**src/rtl/systolic_matmul_engine.sv**
```systemverilog
// systolic_matmul_engine: N x N weight-stationary signed matrix-vector engine with valid/ready streams.
// Ports: w_valid/w_ready/w_data load weight rows; a_valid/a_ready/a_data/a_last stream activations;
// out_valid/out_ready/out_data/out_last stream results; weights_ok, busy and done report status.
module systolic_matmul_engine #(
    parameter int N  = 4,
    parameter int DW = 8,
    parameter int AW = 24
) (
    input  logic            clk,
    input  logic            rst,
    input  logic            w_valid,
    output logic            w_ready,
    input  logic [N*DW-1:0] w_data,
    input  logic            a_valid,
    output logic            a_ready,
    input  logic [N*DW-1:0] a_data,
    input  logic            a_last,
    output logic            out_valid,
    input  logic            out_ready,
    output logic [N*AW-1:0] out_data,
    output logic            out_last,
    output logic            weights_ok,
    output logic            busy,
    output logic            done
);
    localparam int LAT = 2*N+1;
    localparam int CW  = $clog2(LAT+1)+1;
    localparam int KW  = (N > 1) ? $clog2(N) : 1;
    localparam logic [1:0] S_IDLE  = 2'd0;
    localparam logic [1:0] S_LOAD  = 2'd1;
    localparam logic [1:0] S_COMP  = 2'd2;
    localparam logic [1:0] S_DRAIN = 2'd3;

    logic [1:0]    state_q, state_d;
    logic [KW-1:0] row_q, row_d, w_row;
    logic          wok_q, wok_d;
    logic [CW-1:0] cnt_q, cnt_d;
    logic [LAT-1:0] vld_q, vld_d, lst_q, lst_d;
    logic          adv, a_acc, w_acc, o_hs;
    logic signed [DW-1:0] row_in [N];
    logic signed [DW-1:0] acts [N][N-1];
    logic signed [AW-1:0] psum [N][N];
    logic signed [AW-1:0] col_out [N];

    // The whole pipe advances unless a valid result is being held back by the consumer.
    assign out_valid  = vld_q[LAT-1];
    assign out_last   = lst_q[LAT-1];
    assign adv        = !(out_valid && !out_ready);
    assign o_hs       = out_valid && out_ready;
    assign a_ready    = (state_q == S_IDLE && wok_q) || (state_q == S_COMP && adv);
    // In IDLE a pending activation takes priority, so weights are only offered when it cannot go.
    assign w_ready    = !rst && (state_q == S_LOAD || (state_q == S_IDLE && !(a_valid && wok_q)));
    assign a_acc      = a_valid && a_ready;
    assign w_acc      = w_valid && w_ready;
    assign w_row      = (state_q == S_IDLE) ? '0 : row_q;
    assign weights_ok = wok_q;
    assign busy       = state_q != S_IDLE;
    assign done       = state_q == S_DRAIN && cnt_q == '0;

    always_comb begin
        state_d = state_q;
        row_d   = row_q;
        wok_d   = wok_q;
        if (state_q == S_IDLE) begin
            if (a_acc) state_d = a_last ? S_DRAIN : S_COMP;
            else if (w_acc) begin
                state_d = S_LOAD;
                row_d   = KW'(1);
                wok_d   = 1'b0;
            end
        end else if (state_q == S_LOAD) begin
            if (w_acc) begin
                row_d = row_q + KW'(1);
                if (row_q == KW'(N-1)) begin
                    row_d   = '0;
                    wok_d   = 1'b1;
                    state_d = S_IDLE;
                end
            end
        end else if (state_q == S_COMP) begin
            if (a_acc && a_last) state_d = S_DRAIN;
        end else if (cnt_q == '0) state_d = S_IDLE;
        cnt_d = cnt_q + CW'(a_acc) - CW'(o_hs);
        vld_d = adv ? {vld_q[LAT-2:0], a_acc} : vld_q;
        lst_d = adv ? {lst_q[LAT-2:0], a_acc && a_last} : lst_q;
    end

    always_ff @(posedge clk or posedge rst) begin
        if (rst) begin
            state_q <= S_IDLE;
            row_q   <= '0;
            wok_q   <= 1'b0;
            cnt_q   <= '0;
            vld_q   <= '0;
            lst_q   <= '0;
        end else begin
            state_q <= state_d;
            row_q   <= row_d;
            wok_q   <= wok_d;
            cnt_q   <= cnt_d;
            vld_q   <= vld_d;
            lst_q   <= lst_d;
        end
    end

    // Input skew: row k sees its element k cycles after row 0; bubbles enter as zeros.
    for (genvar k = 0; k < N; k++) begin : g_skew
        logic signed [DW-1:0] sk_q [k+1];
        logic signed [DW-1:0] sk_d [k+1];
        always_comb begin
            sk_d[0] = a_acc ? a_data[k*DW +: DW] : '0;
            for (int i = 1; i <= k; i++) sk_d[i] = sk_q[i-1];
        end
        always_ff @(posedge clk or posedge rst) begin
            if (rst) for (int i = 0; i <= k; i++) sk_q[i] <= '0;
            else if (adv) sk_q <= sk_d;
        end
        assign row_in[k] = sk_q[k];
    end

    // PE(k,j): activation moves right, partial sum moves down, weight W[k][j] stays put.
    for (genvar k = 0; k < N; k++) begin : g_row
        for (genvar j = 0; j < N; j++) begin : g_col
            logic signed [DW-1:0]   wt_q, wt_d, al;
            logic signed [AW-1:0]   ps_q, ps_d, pin;
            logic signed [2*DW-1:0] prod;
            if (j == 0) begin : g_l0
                assign al = row_in[k];
            end else begin : g_ln
                assign al = acts[k][j-1];
            end
            if (k == 0) begin : g_t0
                assign pin = '0;
            end else begin : g_tn
                assign pin = psum[k-1][j];
            end
            always_comb begin
                wt_d = (w_acc && w_row == KW'(k)) ? w_data[j*DW +: DW] : wt_q;
                prod = al * wt_q;
                ps_d = pin + {{(AW-2*DW){prod[2*DW-1]}}, prod};
            end
            always_ff @(posedge clk or posedge rst) begin
                if (rst) begin
                    wt_q <= '0;
                    ps_q <= '0;
                end else begin
                    wt_q <= wt_d;
                    if (adv) ps_q <= ps_d;
                end
            end
            assign psum[k][j] = ps_q;
            if (j < N-1) begin : g_act
                logic signed [DW-1:0] act_q;
                always_ff @(posedge clk or posedge rst) begin
                    if (rst) act_q <= '0;
                    else if (adv) act_q <= al;
                end
                assign acts[k][j] = act_q;
            end
        end
    end

    // Output de-skew: column j finishes j cycles after column 0, so it is delayed N-1-j to realign.
    for (genvar j = 0; j < N; j++) begin : g_out
        localparam int D = N-1-j;
        logic signed [AW-1:0] out_q;
        if (D == 0) begin : g_nd
            assign col_out[j] = psum[N-1][j];
        end else begin : g_ds
            logic signed [AW-1:0] ds_q [D];
            logic signed [AW-1:0] ds_d [D];
            always_comb begin
                ds_d[0] = psum[N-1][j];
                for (int i = 1; i < D; i++) ds_d[i] = ds_q[i-1];
            end
            always_ff @(posedge clk or posedge rst) begin
                if (rst) for (int i = 0; i < D; i++) ds_q[i] <= '0;
                else if (adv) ds_q <= ds_d;
            end
            assign col_out[j] = ds_q[D-1];
        end
        always_ff @(posedge clk or posedge rst) begin
            if (rst) out_q <= '0;
            else if (adv) out_q <= col_out[j];
        end
        assign out_data[j*AW +: AW] = out_q;
    end
endmodule

```
**config.mk**
```make
export PLATFORM = sky130hd
export DESIGN_NAME = systolic_matmul_engine
export DESIGN_NICKNAME = d
export VERILOG_FILES = /design/src/rtl/systolic_matmul_engine.sv
export SDC_FILE = /design/constraint.sdc
export NUM_CORES = 2
export LEC_CHECK = 0
export ABC_AREA = 0
export BUFFER_PORTS_ARGS = -buffer_cell sky130_fd_sc_hd__buf_2
export CAP_MARGIN = 40
export CORE_MARGIN = 2
export CORE_UTILIZATION = 50
export CTS_CLUSTER_SIZE = 14
export DETAILED_ROUTE_END_ITERATION = 8
export PLACE_DENSITY = 0.7
export SYNTH_ARGS = -nofsm -noshare
export SYNTH_HDL_FRONTEND = slang
export SYNTH_SLANG_ARGS = --single-unit
export TNS_END_PERCENT = 50
```
**constraint.sdc**
```tcl
create_clock -name clk -period 80.8 [get_ports clk]
set_clock_uncertainty 0.2 [all_clocks]
set_input_delay 20.2 -clock clk [delete_from_list [all_inputs] [get_ports clk]]
set_output_delay 20.2 -clock clk [all_outputs]
set_load 0.01 [all_outputs]
```
==> out/metrics.cfg <==
[clock_network]
insertion_delay_ps = 750
postCtsSetupBuffers = 0
clk_pin_slew_worst_paths_ps = 50
cts.sinks = 896
cts_root_buf = clkbuf_16
cts_resized = 0
cts_hold_buf = 0
clockBufferDepth = 3
numCtsBuffers = 102
cts_tree = yes
h-tree-depth = 3

[die]
die_y_um = 408
core_um2 = 162000
fp.dieW_um = 408
die_area_um2 = 167000
rows = 148
ios = 173
start_util_pct = 50.3

[yosys]
yosys_warnings = 0
synth_ff_type = dfrtp_1
synth.net_count = 10594
ys_types = 69
synthCells = 8868
synth_seq_area_share_pct = 27.5
syn_area_per_cell_um2 = 9.20
synth_seq_cells = 896
synth-edff-count = 0
netlist_area_um2 = 81600
ys_async_sr_fraction_pct = 100

[detailed_routing]
wire_per_inst_um = 16.6
drt-vias-per-instance = 5.16
drc_errors = 0
vias = 57592
drt_wl_total_mm = 185
antenna_left = 0
drt_iter0_markers = 3210
dr.pass1.iters = 5

[global_routing]
grt_pass1_wl_mm = 310
track_usage_pct = 23.0
grt_pass1_vias = 60347
overflow = 0
grt_start_max_net_pins = 200
antenna_found_initial = 9

[cells_and_area]
final_cells = 11160
nets = 10616
layout_commonest_cell = nand2_1
fill_cells = 14662
layout_common_cells = 1882 x nand2_1, 1415 x inv_1, 973 x fa_1
drive_above_1_share_pct = 6.22
syn2layout_area_growth_pct = 8.03

[run_status]
status = completed

[setup_path]
cp.arrival_ps = 21020
worstPathMaxFanout = 9
setup.worst_path.class = primary input to output port
cp-end-kind = output port
cp.required_ps = 60400
start_kind = primary input

[placed_design]
gp_congestion = 0.880
pre_cts_ws_ps = 39350
placedCellCount = 10961
portBuffers = 172
dp_hpwl_mm = 144

[sta]
fin_crit_ps = 41420
finalSetupTns_ps = 0
rsz0062_at_grt = no
tightest_slew_ps = 1010
finalSetupViolCount = 0
slew_headroom_pct = 32.7
final_max_slew_viol_count = 0
fmax_ghz = 0.0241
post-route-period-util_pct = 51.3
hold_viol_final = 0
setup_slack_ps = 39380

[pwr]
cellLeakagePower_nw = 46.6
peakVddDrop_mv = 0.0219
power.density_nw_per_um2 = 26.1

[hold_path]
hold_class = register to register

[run]
drv_cap = 0

## final cells by class
| cell class | count | area, um2 | area share, % |
|---|---|---|---|
| antenna | 7 | 17.5 | 0.0199 |
| tap | 2175 | 2720 | 3.09 |
| clock buffer | 136 | 2900 | 3.29 |
| inverter | 1416 | 5320 | 6.04 |
| sequential | 896 | 22400 | 25.4 |
| multi-input combinational | 6260 | 52800 | 59.9 |
| timing repair buffer | 214 | 1310 | 1.48 |
| clock inverter | 56 | 683 | 0.775 |
## synth_stat cells (10+ instances only)
library cell	count	area (um2)
o41ai_1	23	201
o31a_1	13	114
a21o_1	73	548
nor2_1	356	1340
mux2_2	137	1540
o21bai_1	53	398
and2_1	616	3850
o21ai_1	75	375
o21ai_0	162	811
nand3_1	35	175
a31oi_1	13	81.3
o31ai_1	31	233
nor3_1	52	260
nand2_1	1882	7060
a211oi_1	19	143
fa_1	973	19500
clkbuf_1	274	1030
or3_1	16	100
a21boi_1	10	75.1
nand2b_1	94	588
o211ai_1	13	97.6
ha_1	683	8550
xnor2_1	270	2360
buf_1	22	82.6
dfrtp_1	896	22400
o21a_1	46	345
xor2_1	123	1080
nor2b_1	85	532
inv_1	1416	5320
and3_1	16	100
a21oi_1	298	1490
## registers in the layout, summed over array words and instances (netlist names)
register and flops:
g_row.g_col.ps_q 300, g_row.g_col.wt_q 128, g_out.g_ds.ds_d 96, g_out.out_q 96
g_row.g_col.g_act.act_q 96, col_out 48, g_skew.sk_d 48, g_row.g_col.al 32
g_out.g_ds.ds_q 24, lst_q 9, vld_q 9, cnt_q 5
row_q 2, state_q 2, weights_ok 1
## critical path, stage by stage
cell      delay, ps
buf_2           160
nor2b_4         100
a211oi_1        350
buf_2           200
## path summary, 6_finish.rpt
| kind | cells after the start | endpoint | slack (ps) | start |
|---|---|---|---|---|
| setup / recovery | 4 | a_ready | 39380 | out_ready |
| hold / removal | 2 | vld_q[7] | 250 | vld_q[7] |
| setup reg to reg | 28 | g_out[2].g_ds.ds_d[23] | 73680 | g_row[3].g_col[1].g_act.act_q[7] |
| hold reg to reg | 2 | vld_q[7] | 250 | vld_q[7] |
| max in group asynchronous | 8 | g_out[1].out_q[21] | 57280 | rst |
| min in group asynchronous | 2 | state_q[1] | 19260 | rst |
## power by group
part	switching (mW)	leakage, nW	internal, mW	total [mW]
clock	0.207	1.74	0.287	0.494
combinational	0.578	33.1	0.399	0.977
sequential	0.208	11.8	0.622	0.830
total	0.993	46.6	1.31	2.30
## kinds of logic after synthesis
group                    Yosys count  share of synthesized area [%]
AO/OA/AOI/OAI                    891                           6.77
adder cells (fa/ha/maj)         1656                           34.3
flip-flops                       896                           27.5
AND/OR/NAND/NOR                 3183                           17.4
multiplexers                     137                           1.89
buffers and inverters           1712                           7.87
XOR/XNOR                         393                           4.22
## metal layers
layer / up-vias / part of all wire (%) / routed length [um] / GRT usage, %
li1: 27381 / - / - / -
met1: 28960 / 43 / 79800 / 29.6
met2: 959 / 50 / 92200 / 40.3
met3: 290 / 3.6 / 6630 / 2.66
met4: 2 / 3.6 / 6610 / 7.32
met5: - / 0.0059 / 11 / 0
## through the flow
step           utilization [%]  hold slack [ps]  power, mW  instance area, um2
5_1_grt                   54.3              275       2.50               88200
6_report                  54.3              254       2.30               88200
4_1_cts                   54.3              258       2.32               88200
3_3_place_gp              52.0              242       1.78               84400
3_5_place_dp              52.1              247       1.82               84600
2_1_floorplan                -              230       1.50               81600
Power figures use the tool's default switching activity.
